**src/rtl/iq_modulator.sv**
```systemverilog
// AXI-Stream IQ upconverter: y = I*cos(phi) - Q*sin(phi), 3-stage pipeline driven by an NCO.
// Optional build macro IQ_MOD_PHASE_RESET_ON_LAST_EN: an accepted tlast beat returns the NCO to phase 0.
module iq_modulator #(
    parameter int                  C_S00_AXIS_TDATA_WIDTH = 32,
    parameter int                  C_M00_AXIS_TDATA_WIDTH = 32,
    parameter int                  PHASE_W                = 32,
    parameter int                  LUT_AW                 = 6,
    parameter logic [PHASE_W-1:0]  FREQ_WORD              = 32'h4000_0000
) (
    input  logic                               s00_axis_aclk,
    input  logic                               s00_axis_aresetn,
    input  logic                               s00_axis_tvalid,
    input  logic                               s00_axis_tlast,
    input  logic [C_S00_AXIS_TDATA_WIDTH-1:0]  s00_axis_tdata,
    input  logic [3:0]                         s00_axis_tstrb,
    output logic                               s00_axis_tready,
    input  logic                               m00_axis_tready,
    output logic                               m00_axis_tvalid,
    output logic                               m00_axis_tlast,
    output logic [C_M00_AXIS_TDATA_WIDTH-1:0]  m00_axis_tdata,
    output logic [3:0]                         m00_axis_tstrb
);

    localparam int LUT_N   = 1 << LUT_AW;
    localparam int LUT_QTR = LUT_N / 4;

    // Quarter-wave integer Taylor series in Q28; the half-up rounding is applied to the magnitude.
    function automatic logic [16*LUT_N-1:0] build_lut();
        logic [16*LUT_N-1:0] tab;
        longint pi_q28;
        longint x;
        longint x2;
        longint term;
        longint s;
        longint mag;
        int     kk;
        logic   neg;
        tab    = {(16*LUT_N){1'b0}};
        pi_q28 = 64'sd843314857;
        for (int k = 0; k < LUT_N; k++) begin
            neg = (k >= LUT_N / 2);
            kk  = k % (LUT_N / 2);
            if (kk > LUT_QTR) begin
                kk = LUT_N / 2 - kk;
            end else begin
                kk = kk;
            end
            x    = (pi_q28 * 64'sd2 * longint'(kk)) / longint'(LUT_N);
            x2   = (x * x) >>> 28;
            term = x;
            s    = x;
            for (int n = 1; n <= 7; n++) begin
                term = -((term * x2) / (longint'(2 * n) * longint'(2 * n + 1)));
                s    = s + term;
            end
            mag = (64'sd32767 * s + 64'sd134217728) >>> 28;
            if (mag > 64'sd32767) begin
                mag = 64'sd32767;
            end else if (mag < 64'sd0) begin
                mag = 64'sd0;
            end else begin
                mag = mag;
            end
            if (neg) begin
                mag = -mag;
            end else begin
                mag = mag;
            end
            tab[16*k +: 16] = mag[15:0];
        end
        return tab;
    endfunction

    localparam logic [16*LUT_N-1:0] LUT_TABLE = build_lut();

    logic                      w_en;
    logic                      w_accept;
    logic [LUT_AW-1:0]         w_sin_addr;
    logic [LUT_AW-1:0]         w_cos_addr;
    logic signed [15:0]        w_sin;
    logic signed [15:0]        w_cos;
    logic [PHASE_W-1:0]        w_phase_next;

    logic [PHASE_W-1:0]        r_phase;
    logic                      r_v0;
    logic signed [15:0]        r_i0;
    logic signed [15:0]        r_q0;
    logic signed [15:0]        r_sin0;
    logic signed [15:0]        r_cos0;
    logic                      r_last0;
    logic [3:0]                r_strb0;
    logic                      r_v1;
    logic signed [31:0]        r_pi1;
    logic signed [31:0]        r_pq1;
    logic                      r_last1;
    logic [3:0]                r_strb1;
    logic                      r_v2;
    logic [31:0]               r_y2;
    logic                      r_last2;
    logic [3:0]                r_strb2;

    assign w_en            = !r_v2 || m00_axis_tready;
    assign s00_axis_tready = w_en && s00_axis_aresetn;
    assign w_accept        = s00_axis_tvalid && s00_axis_tready;

    assign w_sin_addr = r_phase[PHASE_W-1 -: LUT_AW];
    assign w_cos_addr = w_sin_addr + LUT_AW'(LUT_QTR);
    assign w_sin      = LUT_TABLE[{w_sin_addr, 4'd0} +: 16];
    assign w_cos      = LUT_TABLE[{w_cos_addr, 4'd0} +: 16];

    assign m00_axis_tvalid = r_v2;
    assign m00_axis_tdata  = r_y2;
    assign m00_axis_tlast  = r_last2;
    assign m00_axis_tstrb  = r_strb2;

    // NCO next phase: advances only on an accepted beat.
    always_comb begin
        w_phase_next = r_phase;
        if (w_accept) begin
`ifdef IQ_MOD_PHASE_RESET_ON_LAST_EN
            if (s00_axis_tlast) begin
                w_phase_next = {PHASE_W{1'b0}};
            end else begin
                w_phase_next = r_phase + FREQ_WORD;
            end
`else
            w_phase_next = r_phase + FREQ_WORD;
`endif
        end else begin
            w_phase_next = r_phase;
        end
    end

    // Phase accumulator and stage 0: capture beat plus its sin/cos.
    always_ff @(posedge s00_axis_aclk or negedge s00_axis_aresetn) begin
        if (!s00_axis_aresetn) begin
            r_phase <= {PHASE_W{1'b0}};
            r_v0    <= 1'b0;
            r_i0    <= 16'sd0;
            r_q0    <= 16'sd0;
            r_sin0  <= 16'sd0;
            r_cos0  <= 16'sd0;
            r_last0 <= 1'b0;
            r_strb0 <= 4'd0;
        end else if (w_en) begin
            r_phase <= w_phase_next;
            r_v0    <= w_accept;
            if (w_accept) begin
                r_i0    <= $signed(s00_axis_tdata[31:16]);
                r_q0    <= $signed(s00_axis_tdata[15:0]);
                r_sin0  <= w_sin;
                r_cos0  <= w_cos;
                r_last0 <= s00_axis_tlast;
                r_strb0 <= s00_axis_tstrb;
            end
        end
    end

    // Stage 1 (products) and stage 2 (difference into the output registers).
    always_ff @(posedge s00_axis_aclk or negedge s00_axis_aresetn) begin
        if (!s00_axis_aresetn) begin
            r_v1    <= 1'b0;
            r_pi1   <= 32'sd0;
            r_pq1   <= 32'sd0;
            r_last1 <= 1'b0;
            r_strb1 <= 4'd0;
            r_v2    <= 1'b0;
            r_y2    <= 32'd0;
            r_last2 <= 1'b0;
            r_strb2 <= 4'd0;
        end else if (w_en) begin
            r_v1    <= r_v0;
            r_pi1   <= r_i0 * r_cos0;
            r_pq1   <= r_q0 * r_sin0;
            r_last1 <= r_last0;
            r_strb1 <= r_strb0;
            r_v2    <= r_v1;
            // Low 32 bits of the 33-bit difference; |y| < 2^31 so nothing is lost.
            r_y2    <= r_pi1 - r_pq1;
            r_last2 <= r_last1;
            r_strb2 <= r_strb1;
        end
    end

endmodule
```
**config.mk**
```make
export PLATFORM = sky130hd
export DESIGN_NAME = iq_modulator
export DESIGN_NICKNAME = d
export VERILOG_FILES = /design/src/rtl/iq_modulator.sv
export SDC_FILE = /design/constraint.sdc
export NUM_CORES = 1
export LEC_CHECK = 0
export ABC_AREA = 1
export BUFFER_PORTS_ARGS = -buffer_cell sky130_fd_sc_hd__buf_2
export CORE_MARGIN = 4
export CORE_UTILIZATION = 54
export CTS_CLUSTER_DIAMETER = 150
export DETAILED_ROUTE_END_ITERATION = 16
export GPL_TIMING_DRIVEN = 0
export PLACE_DENSITY_LB_ADDON = 0.08
export SKIP_CTS_REPAIR_TIMING = 1
export SLEW_MARGIN = 40
export SYNTH_ARGS = -nofsm -noshare
export SYNTH_HDL_FRONTEND = slang
export SYNTH_SLANG_ARGS = --single-unit
```
**constraint.sdc**
```tcl
create_clock -name s00_axis_aclk -period 9.35 [get_ports s00_axis_aclk]
set_clock_uncertainty 0.2 [all_clocks]
set_input_delay 0.4675 -clock s00_axis_aclk [delete_from_list [all_inputs] [get_ports s00_axis_aclk]]
set_output_delay 0.4675 -clock s00_axis_aclk [all_outputs]
set_load 0.05 [all_outputs]
```
Yosys cells after proc, flatten, opt, wreduce, memory -nomap -nowiden
Cells that the tools add are included.
Word-level totals
  memory bits (read-only): 0
  memories kept: 0
  bits in latches: 0
  output and inout bits: 39
  memory bits (writable): 0
  register bits after elaboration: 210
Operators by class
  multiply operators: 2
  add/subtract/negate cells: 3
  reduce and logical (&&, ||, !) cells: 5
  mux-type cells: 0
  order comparisons: 0
  bitwise logic cells: 0
  equal/unequal tests: 0
  divide/modulo/power cells: 0
  shifts and indexed selects: 2
Operator list (number)
  1024-bit by 11-bit variable part select with 16-bit output (first input constant): 2
  16-bit by 16-bit multiplier with 32-bit output: 2
  32-bit by 31-bit adder with 32-bit output (second input constant): 1
  32-bit subtractor: 1
  6-bit by 5-bit adder with 6-bit output (second input constant): 1
  1-bit logical AND: 2
  2-bit AND reduction: 1
  1-bit zero test: 1
  1-bit logical OR: 1

Depth between registers and ports, before layout
Gate-level depths: netlist (run 1).
  depth in word-level cells: 5
  depth in mapped cells: 29

Least setup slack after synthesis (run 1)
No wires, ideal clock.
  path kind: reg-to-reg
  start point: register r_cos0[14]
  end point: register r_pi1[31]
  data arrival time: 5517 ps
  cell stages (with the launch flop): 25
  required time: 9033 ps
  clock period less this slack: 5834 ps
  path slack: 3516 ps
  path through: dfrtp_1 buf_6 clkbuf_1 nand2_1 inv_1 fa_1 inv_1 fa_1 fa_1 inv_1 fa_1 fa_1 inv_1 fa_1 inv_1 ha_1 a21oi_1 a21boi_0 nand3_1 nand2_1 inv_1 nor2_1 nand3_1 nand3_1 nand2_1
On the way
  word-level cells in the longest chain between the ends: 1
Ends and longest elaborated chain
  start, declared: RTL line 89  | logic signed [15:0] r_cos0;
  start signal, assigned: RTL line 152  | r_cos0 <= w_cos;
  16-bit by 16-bit multiplier with 32-bit output: RTL line 173  | r_pi1 <= r_i0 * r_cos0;
  end signal, assigned: RTL line 173
  end, declared: RTL line 93  | logic signed [31:0] r_pi1;
Every way passes these cells.
A chain may end at the register's enable or synchronous reset.

Final worst setup path (run 1)
  start point: register r_sin0[14]
  end point: register r_pq1[26]
On the way
  word-level cells in the longest chain between the ends: 1
Ends and longest elaborated chain
  start, declared: RTL line 88  | logic signed [15:0] r_sin0;
  start signal, assigned: RTL line 151  | r_sin0 <= w_sin;
  16-bit by 16-bit multiplier with 32-bit output: RTL line 174  | r_pq1 <= r_q0 * r_sin0;
  end signal, assigned: RTL line 174
  end, declared: RTL line 94  | logic signed [31:0] r_pq1;
Every way passes these cells.

==> results.toml, run 1 <==
[detailed_routing]
ant_nets = 0
drt_first_pass_iters = 5
detail_route.wl_per_cell_um = 18.10
drcViolationCount = 0
drt-total-wl_um = 62580
via_per_inst = 5.253
detail_route.iter0.violations = 1254
detailroute.via_count = 18160

[clock_network]
clock_insertion_delay_worst_skew_ps = 470
clk_pin_slew_ps = 70
max-clock-path-buffers = 2
cts.sinks = 153
cts-root-buf = "sky130_fd_sc_hd__clkbuf_16"
cts_inserted_buffers = 17
h_tree_levels = 4
tritoncts = "yes"

[global_route]
antenna_found_initial = 1
grt_start_max_net_pins = 73
grt-ovfl-total = 0
first_global_vias = 18120
grt_pass1_wl_um = 98560
gr-usage-all-layers = 0.2846

[critical_path]
startpoint_type = "register"
timing.critical_path.max_delay_family = "adder cells"
r2r_end = "r_pq1[26]"
reg2reg_depth = 26
regToRegSetupSlack_ps = 2310
critical_path.endpoint_type = "register"
critPathArrivalTime_ps = 7170
worstPathRequired_ps = 9480
instance_count_on_the_critical_path = 26
critPathKind = "register to register"
cp_max_fo = 10
critical_path_buf_inv_count = 8
worst_r2r_startpoint = "r_sin0[14]"
crit_path_largest_cell_delay_ps = 530
slowest_stage = "sky130_fd_sc_hd__fa_1"
worst_setup_path_startpoint = "r_sin0[14]"

[floorplanning]
floorplan.die_area_mm2 = 0.04535
floorplan.initialDensity = 0.5506
ios = 80
core_region_area_mm2 = 0.04120
chipHeight_um = 213.0
fp-row-count = 74
horizontal_die_dimension_um = 213.0

[yosys]
postSynthNetCount = 3398
synthesis.yosys.warnings = 0
number_of_synthesized_flops_with_an_enable_pin = 0
synth_mux_area_frac = 0.01340
synthesized_area_fraction_occupied_by_and_or_nand_nor_cells = 0.1736
synth_cell_type_count = 49
synthesis.area_per_instance_um2 = 8.070
post_syn_area_mm2 = 0.02268
post_synth_inst_count = 2811
synth_xor_xnor_area_share = 0.02162
yosys_most_used_dff = "sky130_fd_sc_hd__dfrtp_1"
synth_top_family_by_area = "adder cells"
synth_async_sr_flop_share = 1.000
post_synthesis_compound_gate_area_fraction = 0.07799
synth_fa_ha_area_frac = 0.4148
ys_ff_latch = 153
synth.yosys.seq_area_share = 0.1688

[final_layout]
antennaDiodeCount = 0
drive_above_1_share = 0.06872
post-route-util = 0.5921
num-nets-final = 3499
layout.cells.most_common_list = "sky130_fd_sc_hd__inv_1, sky130_fd_sc_hd__nand2_1, sky130_fd_sc_hd__fa_1"
final_instance_count_excl_fillers = 3457
areaGrowthSynthToFinish_pct = 7.546
final_common_cell = "sky130_fd_sc_hd__inv_1"

[timing]
grt_setup_unrepaired = "false"
hold_viol_final = 0
setup-tns-final_ps = 0
max_clock_freq_mhz = 142.0
fin_crit_sh = 0.7529
final-max-slew-violation-count = 0
setup-violations-final = 0
worst-slew-pin-transition_ps = 864.9
finalWorstPathRequiredPeriod_ps = 7040
max_transition_margin = 0.4195

[hold_path]
min_delay_worst_endpoint = "r_i0[8]"
min-delay-path-class = "primary input to register"
hold_depth = 2
hold_start = "s00_axis_tdata[24]"

[placed_design]
place_inst = 3424
routability_congestion = 0.9736
post-dp-hpwl_um = 54900
number_of_buffer_cells_added_on_primary_ports = 79

[run_status]
outcome = "finished, final reports clean"

[run]
max-cap-violations = 0
==> final cells by class <==
cell class	instances	area, um^2
inverter	731	2749
sequential	153	3829
multi-input combinational	1880	15910
fill	3914	16810
clock inverter	12	107.6
timing repair buffer	82	470.5
buffer	47	196.4
clock buffer	20	466.7
tap	532	665.6
==> cells by family after synthesis <==
group,Yosys count
AOI/OAI and AO/OA,324
xor gates and xnor gates,56
adders and majority gates,547
buffers and inverters,778
DFF,153
muxes,27
and+or+nand+nor,926
==> cell usage after synthesis (4+ instances only) <==
cell type,count,area [um^2]
sky130_fd_sc_hd__buf_2,6,30.03
sky130_fd_sc_hd__dfrtp_1,153,3829
sky130_fd_sc_hd__inv_1,726,2725
sky130_fd_sc_hd__nand2_1,527,1978
sky130_fd_sc_hd__a21boi_0,10,75.07
sky130_fd_sc_hd__nand3b_1,12,90.09
sky130_fd_sc_hd__mux2_2,27,304.0
sky130_fd_sc_hd__a21o_1,7,52.55
sky130_fd_sc_hd__o21ai_0,137,685.7
sky130_fd_sc_hd__nand4_1,30,187.7
sky130_fd_sc_hd__ha_1,204,2552
sky130_fd_sc_hd__or2_2,21,131.4
sky130_fd_sc_hd__xnor2_1,23,201.4
sky130_fd_sc_hd__clkbuf_1,38,142.6
sky130_fd_sc_hd__a31oi_1,12,75.07
sky130_fd_sc_hd__o21ai_2,4,35.03
sky130_fd_sc_hd__o21ai_1,6,30.03
sky130_fd_sc_hd__o21bai_1,13,97.59
sky130_fd_sc_hd__nor3_1,27,135.1
sky130_fd_sc_hd__nand3_1,124,620.6
sky130_fd_sc_hd__fa_1,342,6847
sky130_fd_sc_hd__a21oi_1,121,605.6
sky130_fd_sc_hd__xor2_1,33,289.0
sky130_fd_sc_hd__nor2_1,159,596.8
sky130_fd_sc_hd__nand2_2,10,62.56
==> per-layer routing <==
| layer | routed length (um) | global-route usage |
|---|---|---|
| met5 | 13 | 0 |
| met1 | 29240 | 0.4147 |
| met3 | 4462 | 0.07244 |
| met4 | 1240 | 0.06686 |
| met2 | 27620 | 0.4320 |
==> sequential cells by signal (all words and copies together), names as in the netlist, 3 cells and up <==
name            cells
m00_axis_tdata     32
m00_axis_tstrb      4
r_i0               16
r_q0               16
r_strb0             4
r_pi1              32
r_cos0              3
r_strb1             4
r_pq1              32
r_sin0              3
==> worst reg2reg max path, stage by stage, from the launching register on <==
cell and delay [ps]:
sky130_fd_sc_hd__dfrtp_1 320, sky130_fd_sc_hd__buf_4 210, sky130_fd_sc_hd__clkbuf_1 410, sky130_fd_sc_hd__nand2_1 90, sky130_fd_sc_hd__inv_1 260, sky130_fd_sc_hd__fa_1 530
sky130_fd_sc_hd__inv_1 260, sky130_fd_sc_hd__fa_1 490, sky130_fd_sc_hd__fa_1 510, sky130_fd_sc_hd__inv_1 50, sky130_fd_sc_hd__fa_1 440, sky130_fd_sc_hd__fa_1 510
sky130_fd_sc_hd__inv_1 50, sky130_fd_sc_hd__fa_1 470, sky130_fd_sc_hd__inv_1 40, sky130_fd_sc_hd__ha_1 400, sky130_fd_sc_hd__nand2_1 130, sky130_fd_sc_hd__inv_1 70
sky130_fd_sc_hd__nand2_1 70, sky130_fd_sc_hd__nor3_1 520, sky130_fd_sc_hd__nand4_1 200, sky130_fd_sc_hd__nand3_1 270, sky130_fd_sc_hd__nand2_1 110, sky130_fd_sc_hd__nand2_1 70
sky130_fd_sc_hd__nand2_1 50, sky130_fd_sc_hd__nand3_1 80, sky130_fd_sc_hd__o21ai_0 90
==> metrics by stage <==
stage                     cell area, um^2  hold slack [ps]  worst slack, ps
after floorplan                     22680           -28.09             3516
after global placement              23750            250.1             2454
after detailed placement            23810            95.95             2437
after CTS                           24390           -420.4             2392
after global routing                24400            15.46             1882
final                               24400            27.68             2310
==> worst max-delay path by stage <==
stage	end	slack, ps
2_1_floorplan	r_pi1[31]	3520
3_3_place_gp	r_pq1[26]	2450
3_5_place_dp	r_pq1[26]	2440
4_1_cts	r_pq1[26]	2390
5_1_grt	r_pq1[26]	1880
6_report	r_pq1[26]	2310
Power of run 1 is not shown: default switching activity piles up to over one toggle a cycle in this logic, so the estimate is an artifact.
==> inputs of run 2 (changes only) <==
Clock period 9.35 ns to 6.1 ns, I/O delays scaled along.
==> run 2 against run 1 <==
The run now ends with setup timing left. Cell count increased by 1.9%. Count of clock-buffer cells in the layout did not move. Fmax increased by 15%. Utilization is 4.2 points higher. Routed wire length is 3.0% higher. Critical path type unchanged. Critical endpoint is now r_pq1[22]. Largest cell class unchanged.
==> results.toml, run 2 (same netlist as run 1, synthesis figures left out) <==
[run_status]
outcome = "finished with violations"
failed_checks = "setup timing"

[detailed_routing]
ant_nets = 0
drt_first_pass_iters = 7
detailroute.via_count = 18600
drt-total-wl_um = 64450
detail_route.wl_per_cell_um = 18.30
drcViolationCount = 0
detail_route.iter0.violations = 1298
via_per_inst = 5.284

[global_route]
gr-usage-all-layers = 0.2846
grt-ovfl-total = 0
grt_start_max_net_pins = 73
grt_pass1_wl_um = 98560
first_global_vias = 18120
antenna_found_initial = 1

[clock_network]
max-clock-path-buffers = 2
cts.sinks = 153
h_tree_levels = 4
tritoncts = "yes"
clock_insertion_delay_worst_skew_ps = 470
cts-root-buf = "sky130_fd_sc_hd__clkbuf_16"
cts_inserted_buffers = 17
clk_pin_slew_ps = 70

[placed_design]
routability_congestion = 0.9736
post-dp-hpwl_um = 54900
number_of_buffer_cells_added_on_primary_ports = 79
place_inst = 3424

[timing]
setup-tns-final_ps = -46.24
finalWorstPathRequiredPeriod_ps = 6138
hold_slack_ps = 35.63
hold_viol_final = 0
final-max-slew-violation-count = 0
worst_slack_ps = -37.53
setup-violations-final = 2
max_clock_freq_mhz = 162.9
fin_crit_sh = 1.006
max_transition_margin = 0.4334
worst-slew-pin-transition_ps = 849.9
grt_setup_unrepaired = "true"

[critical_path]
critPathKind = "register to register"
cp_max_fo = 6
startpoint_type = "register"
instance_count_on_the_critical_path = 25
slowest_stage = "sky130_fd_sc_hd__fa_2"
critPathArrivalTime_ps = 6310
critical_path_buf_inv_count = 10
reg2reg_depth = 25
worstPathRequired_ps = 6270
timing.critical_path.max_delay_family = "adder cells"
crit_path_largest_cell_delay_ps = 590
critical_path.endpoint_type = "register"

[final_layout]
antennaDiodeCount = 0
final_instance_count_excl_fillers = 3521
final_common_cell = "sky130_fd_sc_hd__inv_1"
layout.cells.most_common_list = "sky130_fd_sc_hd__inv_1, sky130_fd_sc_hd__nand2_1, sky130_fd_sc_hd__fa_1"
multiInputGateArea_mm2 = 0.01699
post-route-util = 0.6342
areaGrowthSynthToFinish_pct = 15.20
num-nets-final = 3563
drive_above_1_share = 0.1569
fillerInstances = 3705
seq_area_mm2 = 0.003832

[floorplanning]
horizontal_die_dimension_um = 213.0
chipHeight_um = 213.0
floorplan.die_area_mm2 = 0.04535
fp-row-count = 74
core_region_area_mm2 = 0.04120
floorplan.initialDensity = 0.5506
ios = 80

[hold_path]
min-delay-path-class = "primary input to async pin"

[run]
max-cap-violations = 0
[run 2: cell types whose count changed in the layout (fill, tap and decap cells not counted), sizes merged]
| cell | delta |
|---|---|
| dlygate4sd3 | +37 |
| clkinvlp | +1 |
| inv | -1 |
| clkbuf | -1 |
| buf | +28 |
[run 2: per-layer routing]
layer / share of wire / track usage / vias up
li1: - / - / 8894
met5: 0.00020 / 0 / -
met1: 0.46 / 0.4147 / 9133
met2: 0.45 / 0.4320 / 501
met3: 0.073 / 0.07244 / 74
met4: 0.022 / 0.06686 / 2
[run 2: stage by stage]
step	cell area [um^2]	worst slack, ps
after detailed placement	23810	-813.0
after global routing	26130	-231.1
after CTS	24390	-858.3
after floorplan	22680	265.8
final	26130	-37.53
after global placement	23750	-795.6
[run 2: final cells by class]
| cell class | count | share of cell area |
|---|---|---|
| Sequential cell | 153 | 0.1467 |
| Inverter | 731 | 0.1062 |
| Clock inverter | 12 | 0.004118 |
| Buffer | 47 | 0.008810 |
| Timing Repair Buffer | 146 | 0.04079 |
| Clock buffer | 20 | 0.01786 |
| Multi-Input combinational cell | 1880 | 0.6501 |
| Tap cell | 532 | 0.02547 |
[run 2: path summary, 6_finish.rpt]
| path | startpoint | slack, ps | end |
|---|---|---|---|
| hold reg to reg | r_strb0[3] | 270 | r_strb1[3] |
| setup / recovery | r_sin0[14] | -40 | r_pq1[22] |
| min in group s00_axis_aclk | m00_axis_tready | 250 | m00_axis_tdata[8] |
| max in group asynchronous | s00_axis_aresetn | 5020 | r_cos0[15] |
| hold / removal | s00_axis_aresetn | 40 | m00_axis_tdata[16] |
| setup reg to reg | r_sin0[14] | -40 | r_pq1[22] |
Power of run 2 is left out for the same reason.
